$ cat config.mk
export PLATFORM = sky130hd
export DESIGN_NAME = wb_stage_flat
export DESIGN_NICKNAME = d
export VERILOG_FILES = /design/src/rtl/wb_stage_if.sv /design/src/rtl/wb_stage.sv /design/src/flat_wrapper.sv
export SDC_FILE = /design/constraint.sdc
export NUM_CORES = 1
export LEC_CHECK = 0
export CORE_AREA = 2 2 244 246
export CTS_BUF_LIST = sky130_fd_sc_hd__clkbuf_16
export DETAILED_ROUTE_END_ITERATION = 16
export DIE_AREA = 0 0 246 248
export SLEW_MARGIN = 20
export SYNTH_ARGS = -nofsm -noshare
export SYNTH_HDL_FRONTEND = slang
export SYNTH_SLANG_ARGS = --single-unit
$ cat constraint.sdc
create_clock -name clk -period 7.07 [get_ports clk]
set_input_delay 1.414 -clock clk [delete_from_list [all_inputs] [get_ports clk]]
set_output_delay 1.414 -clock clk [all_outputs]
set_load 0.02 [all_outputs]
$ cat src/rtl/wb_stage_if.sv
// wb_stage_if: memory-stage payload handshake and TLB/CACOP side-operation handshake
interface wb_stage_if #(parameter int ZIP_W = 188, parameter int EXC_W = 15);
  logic             WB_allowin;
  logic             MEM_to_WB;
  logic [ZIP_W-1:0] MEM_to_WB_zip;
  logic [EXC_W+31:0] MEM_except_zip;
  logic             op_req;
  logic [4:0]       op_type;
  logic             op_ack;
  modport master(input WB_allowin, op_req, op_type, output MEM_to_WB, MEM_to_WB_zip, MEM_except_zip, op_ack);
  modport slave(output WB_allowin, op_req, op_type, input MEM_to_WB, MEM_to_WB_zip, MEM_except_zip, op_ack);
endinterface

$ cat src/rtl/wb_stage.sv
// wb_stage: writeback stage committing RF/CSR writes, sequencing TLB/CACOP ops and raising flushes
module wb_stage #(parameter int ZIP_W = 188, parameter int EXC_W = 15) (
  input  logic        clk,
  input  logic        rst,
  wb_stage_if.slave   bus,
  output logic        rf_we,
  output logic [4:0]  rf_waddr,
  output logic [31:0] rf_wdata,
  output logic [13:0] csr_num,
  input  logic [31:0] csr_rvalue,
  output logic        csr_we,
  output logic [31:0] csr_wmask,
  output logic [31:0] csr_wvalue,
  output logic        wb_ex,
  output logic [13:0] wb_exc,
  output logic [31:0] wb_badv,
  output logic [31:0] wb_pc,
  output logic        ertn_flush,
  output logic        flush,
  output logic [31:0] refetch_pc,
  output logic        front_valid,
  output logic [4:0]  front_addr,
  output logic [31:0] front_data,
  output logic        WB_is_csr,
  output logic [31:0] debug_wb_pc,
  output logic [3:0]  debug_wb_rf_we,
  output logic [4:0]  debug_wb_rf_wnum,
  output logic [31:0] debug_wb_rf_wdata
);
  typedef struct packed {
    logic        v;
    logic [31:0] pc;
    logic [31:0] ir;
    logic        gr_we;
    logic [4:0]  waddr;
    logic [31:0] wdata;
    logic [4:0]  op;
    logic        csr_re;
    logic        csr_we;
    logic [31:0] wmask;
    logic [31:0] wvalue;
    logic [13:0] num;
  } zip_t;
  typedef enum logic [1:0] {IDLE, EXEC, WAIT} state_t;
  state_t            state_q, state_d;
  zip_t              p_q;
  logic [EXC_W+31:0] ex_q;
  logic [EXC_W-1:0]  exc;
  logic valid, in_idle, in_exec, in_wait, has_exc, has_op, norm, ack, commit, ex_commit, refetch, cap;
  logic unused_ir;
  assign unused_ir = ^p_q.ir;
  assign exc       = ex_q[EXC_W+31:32];
  assign in_idle   = state_q == IDLE;
  assign in_exec   = state_q == EXEC;
  assign in_wait   = state_q == WAIT;
  assign valid     = !in_idle && p_q.v;
  assign has_exc   = valid && |exc;
  assign has_op    = valid && |p_q.op && !has_exc;
  assign norm      = in_exec && !has_exc && !has_op;
  assign ack       = in_wait && bus.op_ack && rst;
  assign commit    = (norm && valid) || ack;
  assign ex_commit = in_exec && has_exc;
  // invtlb/cacop leave fetched instructions valid; only TLB state reads/writes refetch
  assign refetch   = (norm && valid && p_q.csr_we) || (ack && |p_q.op[4:2]);
  assign flush     = ex_commit || refetch;
  assign bus.WB_allowin = in_idle || ((norm || ack) && !flush);
  assign cap       = bus.MEM_to_WB && bus.WB_allowin;
  assign bus.op_req  = (in_exec && has_op) || (in_wait && !bus.op_ack);
  assign bus.op_type = bus.op_req ? p_q.op : 5'b0;
  assign rf_we       = commit && p_q.gr_we;
  assign rf_waddr    = p_q.waddr;
  assign rf_wdata    = p_q.csr_re ? csr_rvalue : p_q.wdata;
  assign csr_num     = p_q.num;
  assign csr_we      = norm && valid && p_q.csr_we;
  assign csr_wmask   = p_q.wmask;
  assign csr_wvalue  = p_q.wvalue;
  assign wb_ex       = ex_commit && |exc[EXC_W-2:0];
  assign ertn_flush  = ex_commit && !(|exc[EXC_W-2:0]);
  assign wb_exc      = ex_commit ? exc[EXC_W-2:0] : 14'b0;
  assign wb_badv     = ex_commit ? ex_q[31:0] : 32'b0;
  assign wb_pc       = (commit || ex_commit) ? p_q.pc : 32'b0;
  assign refetch_pc  = refetch ? p_q.pc + 32'd4 : 32'b0;
  assign front_valid = valid && p_q.gr_we && !(|exc);
  assign front_addr  = rf_waddr;
  assign front_data  = rf_wdata;
  assign WB_is_csr   = valid && (p_q.csr_re || p_q.csr_we);
  assign debug_wb_pc       = wb_pc;
  assign debug_wb_rf_we    = {4{rf_we}};
  assign debug_wb_rf_wnum  = rf_waddr;
  assign debug_wb_rf_wdata = rf_wdata;
  always_comb begin
    state_d = cap ? EXEC : IDLE;
    if (in_exec && has_op) state_d = WAIT;
    if (in_wait && !ack) state_d = WAIT;
  end
  always_ff @(posedge clk) begin
    if (!rst) begin
      state_q <= IDLE;
      p_q     <= '0;
      ex_q    <= '0;
    end else begin
      state_q <= state_d;
      if (cap) begin
        p_q  <= zip_t'(bus.MEM_to_WB_zip);
        ex_q <= bus.MEM_except_zip;
      end
    end
  end
endmodule
$ cat src/flat_wrapper.sv
// flat-port wrapper written by rule: the top's interface ports become plain ports
module wb_stage_flat 
#(parameter int ZIP_W = 188, parameter int EXC_W = 15)
  (clk, rst, rf_we, rf_waddr, rf_wdata, csr_num, csr_rvalue, csr_we, csr_wmask, csr_wvalue, wb_ex, wb_exc, wb_badv, wb_pc, ertn_flush, flush, refetch_pc, front_valid, front_addr, front_data, WB_is_csr, debug_wb_pc, debug_wb_rf_we, debug_wb_rf_wnum, debug_wb_rf_wdata, bus_WB_allowin, bus_op_req, bus_op_type, bus_MEM_to_WB, bus_MEM_to_WB_zip, bus_MEM_except_zip, bus_op_ack);
  wb_stage_if #(.ZIP_W(ZIP_W), .EXC_W(EXC_W)) bus_i ();
  input  logic clk;
  input  logic rst;
  output logic rf_we;
  output logic [4:0] rf_waddr;
  output logic [31:0] rf_wdata;
  output logic [13:0] csr_num;
  input  logic [31:0] csr_rvalue;
  output logic csr_we;
  output logic [31:0] csr_wmask;
  output logic [31:0] csr_wvalue;
  output logic wb_ex;
  output logic [13:0] wb_exc;
  output logic [31:0] wb_badv;
  output logic [31:0] wb_pc;
  output logic ertn_flush;
  output logic flush;
  output logic [31:0] refetch_pc;
  output logic front_valid;
  output logic [4:0] front_addr;
  output logic [31:0] front_data;
  output logic WB_is_csr;
  output logic [31:0] debug_wb_pc;
  output logic [3:0] debug_wb_rf_we;
  output logic [4:0] debug_wb_rf_wnum;
  output logic [31:0] debug_wb_rf_wdata;
  output wire logic [$bits(bus_i.WB_allowin)-1:0] bus_WB_allowin;
  output wire logic [$bits(bus_i.op_req)-1:0] bus_op_req;
  output wire logic [$bits(bus_i.op_type)-1:0] bus_op_type;
  input wire logic [$bits(bus_i.MEM_to_WB)-1:0] bus_MEM_to_WB;
  input wire logic [$bits(bus_i.MEM_to_WB_zip)-1:0] bus_MEM_to_WB_zip;
  input wire logic [$bits(bus_i.MEM_except_zip)-1:0] bus_MEM_except_zip;
  input wire logic [$bits(bus_i.op_ack)-1:0] bus_op_ack;
  assign bus_WB_allowin = bus_i.WB_allowin;
  assign bus_op_req = bus_i.op_req;
  assign bus_op_type = bus_i.op_type;
  assign bus_i.MEM_to_WB = bus_MEM_to_WB;
  assign bus_i.MEM_to_WB_zip = bus_MEM_to_WB_zip;
  assign bus_i.MEM_except_zip = bus_MEM_except_zip;
  assign bus_i.op_ack = bus_op_ack;
  wb_stage #(.ZIP_W(ZIP_W), .EXC_W(EXC_W)) u_core (.clk(clk), .rst(rst), .bus(bus_i), .rf_we(rf_we), .rf_waddr(rf_waddr), .rf_wdata(rf_wdata), .csr_num(csr_num), .csr_rvalue(csr_rvalue), .csr_we(csr_we), .csr_wmask(csr_wmask), .csr_wvalue(csr_wvalue), .wb_ex(wb_ex), .wb_exc(wb_exc), .wb_badv(wb_badv), .wb_pc(wb_pc), .ertn_flush(ertn_flush), .flush(flush), .refetch_pc(refetch_pc), .front_valid(front_valid), .front_addr(front_addr), .front_data(front_data), .WB_is_csr(WB_is_csr), .debug_wb_pc(debug_wb_pc), .debug_wb_rf_we(debug_wb_rf_we), .debug_wb_rf_wnum(debug_wb_rf_wnum), .debug_wb_rf_wdata(debug_wb_rf_wdata));
endmodule
==> results.md <==
- Layout cell share with drive strength beyond 1: 0.05269
- CTS-repair resized insts: 0
- Setup TNS: 0 ps
- Vias: 10020
- Initial antenna violation count: 1
- Syn_nets: 1643
- Distinct cell type count after synthesis: 40
- GR Overflow Total: 0
- Post-CTS Hold Buffers: 0
- CTS max path bufs: 3
- Period minus WS final: 5131 ps
- CTS root buffer: clkbuf_16
- Syn Area/Cell: 8.428 um^2
- Status: finished clean
- Initial DRC Count: 293
- Worst Path Max Fanout: 29
- Worst-Margin Slew: 1031 ps
- Fillers: around 6100
- Setup Viol. Count Final: 0
- Pwr/cell area: 190.1 nW/um^2
- First-pass GRT wire length: 56160 um
- Slew HR: 0.3128
- First-pass DRT Iterations: 5
- Tcrit/Tclk final: 0.7258
- Mapped Area: 11550 um^2
- Nets: between 1500 and 2000
- Sequential power share: 0.398
- Post-synth ARST share: 0
- Top cells by area, synth: dfxtp_1 (36%), mux2i_1 (18%), nand2_1 (14%)
- Die footprint: 61010 um^2
- Vias in the first global route: 9768
- Count leader, synth: nand2_1
- Fin util: 0.2954
- Ys flop type: dfxtp_1
- Area of the multi-input gates: 5410 um^2
- Port Buffers: 587
- Post-DRT Antenna Nets: 0
- Average routed wire per standard cell: approximately 15 um
- Logic pwr share: 0.216
- P&R area growth vs syn: 49.46%
- H-Tree Depth: 1
- WP data arrival: 3720 ps
- # DRC: 0
- Worst EP required: 5660 ps
- Internal power: 2.358 mW
- CP Capture Type: output port
- Tightest Hold Check Type: flip-flop to flip-flop
- Die Ht: ~250 um
- Mapped Cells: 1371
- HPWL Detailed: 28810 um
- Worst IR Drop VDD: 0.1585 mV
- Area share of the largest cell type after synthesis: 0.3552
- DIE WIDTH: 246 um
- Worst skew pair latency: 550 ps
- Core area: 58460 um^2
- Fmax: 194.9 MHz
- Maximum Capacitance Violations: 0
- Clk_skew: 28.93 ps
- Static leakage: 6.895 nW
- Total CTS buffers: 25
- CTS Sinks: 205
- Via/cell ratio: 4.006
- Hold Fails Final Rpt: 0
- GP Congestion: ~0.83
- Power Total: 3.284 mW
- GRT Total Usage: 0.1151
- Final Max Tran Viols: 0
- CTS tree: built
- Rows: 89
- Clk slew on worst S/H paths: 60 ps
- Top post-synthesis cells by count: nand2_1 (418), dfxtp_1 (205), mux2i_1 (203)
- Initial core utilization: 0.1976
- Warnings, synthesis: 0
- Post CTS Setup Buffer Count: 0
- FF/Latch Area: 4108 um^2
- Seq cells post-synth: 205
- RSZ-0062 raised after global routing: no
- Number of I/O pins: 620
- Net Sw Power: roughly 930 uW
- Sw Ratio: 0.2818
- Top cell type by total area after synthesis: dfxtp_1
- Crit path kind: primary input to output port
- Largest net degree at the start of global routing: approximately 110
- Post-synth EDFFs: 0
- CP Launch Type: primary input
- Clock power share: 0.386
- Sequential share of the synthesized area: 0.3552
- Total Wirelength: 38140 um
## area by class of cell
type | instances | share of cell area
clock buffers | 25 | 0.03622
inverters | 2 | 0.0004347
flip-flops and latches | 205 | 0.2378
diodes | 1 | 0.0001449
well taps | 773 | 0.05600
clock inverters | 20 | 0.009780
repair buffers | 597 | 0.3463
multi-input cells | 878 | 0.3133
## critical path: stages
cell             delay [ps]
clkdlybuf4s50_1         510
nand2_1                 150
o22ai_4                 630
buf_4                   220
and2_1                  160
clkdlybuf4s50_1         620
## cell usage in the layout, fill, tap and decap left out, drive strengths merged, types with 3 or more instances in the layout
cell | Yosys | layout
and2 | 42 | 42
and3 | 46 | 46
and4 | 4 | 4
buf | 216 | 11
bufinv | 0 | 3
clkbuf | 70 | 25
clkdlybuf4s50 | 0 | 586
clkinv | 0 | 12
dfxtp | 205 | 205
inv | 2 | 6
mux2 | 32 | 32
mux2i | 203 | 203
nand2 | 418 | 418
nand3 | 16 | 16
nand4 | 11 | 11
nor2 | 40 | 40
nor2b | 5 | 5
nor3 | 6 | 6
nor4 | 5 | 5
xnor2 | 9 | 9
xor2 | 19 | 19
## per-layer routing
layer / vias up / GRT usage / wire (um)
li1: 4935 / - / -
met1: 4664 / 0.1420 / 16080
met2: 368 / 0.1944 / 18230
met3: 53 / 0.03093 / 2941
met4: 0 / 0.03583 / 898
met5: - / 0 / 0
## state kept, by name (all words and copies together) (netlist names)
register	cells
u_core.csr_num	14
u_core.csr_wmask	32
u_core.csr_wvalue	32
u_core.debug_wb_rf_wnum	5
u_core.ex_q	47
u_core.p_q	73
u_core.state_q	2
## worst paths after layout
path	startpoint	end	slack (ps)	depth (start not counted)
setup / recovery	bus_op_ack	debug_wb_pc[8]	1940	6
hold / removal	u_core.ex_q[0]	u_core.ex_q[0]	450	2
setup reg to reg	u_core.ex_q[42]	u_core.p_q[106]	3760	6
hold reg to reg	u_core.ex_q[0]	u_core.ex_q[0]	450	2
## per-stage QoR
stage                     area [um^2]  cells  hold slack, ps  setup slack (ps)
after floorplan                 11550   1371           430.3              3105
after global placement          16460   2455           439.1              1726
after detailed placement        16460   2455           441.6              1649
after CTS                       17260   2500           453.6              1639
after global routing            17270   2500           469.3              1767
final                           17270   2501           450.3              1939
## cell families (layout without fill, tap and decap cells)
kind of cell | count (synthesis) | in the layout | synth area share
AND/OR/NAND/NOR | 599 | 599 | 0.2273
buffers and inverters | 288 | 644 | 0.1789
multiplexers | 235 | 235 | 0.2070
flip-flops | 205 | 205 | 0.3552
XOR/XNOR | 28 | 28 | 0.02122
AO/OA/AOI/OAI | 15 | 15 | 0.009313
adder cells (fa/ha/maj) | 1 | 1 | 0.001083
other | 0 | 1 | 0
## power by group through the flow
stage | Combinational, mW | Sequential (mW) | Clock (mW)
finish | 0.708 | 1.31 | 1.27
global route | 0.759 | 1.32 | 1.36
CTS | 0.715 | 1.31 | 1.33
detailed placement | 0.711 | 1.33 | 0
global placement | 0.704 | 1.33 | 0
floorplan | 0.476 | 1.30 | 0
No activity file was read; power rests on OpenSTA's default activity.
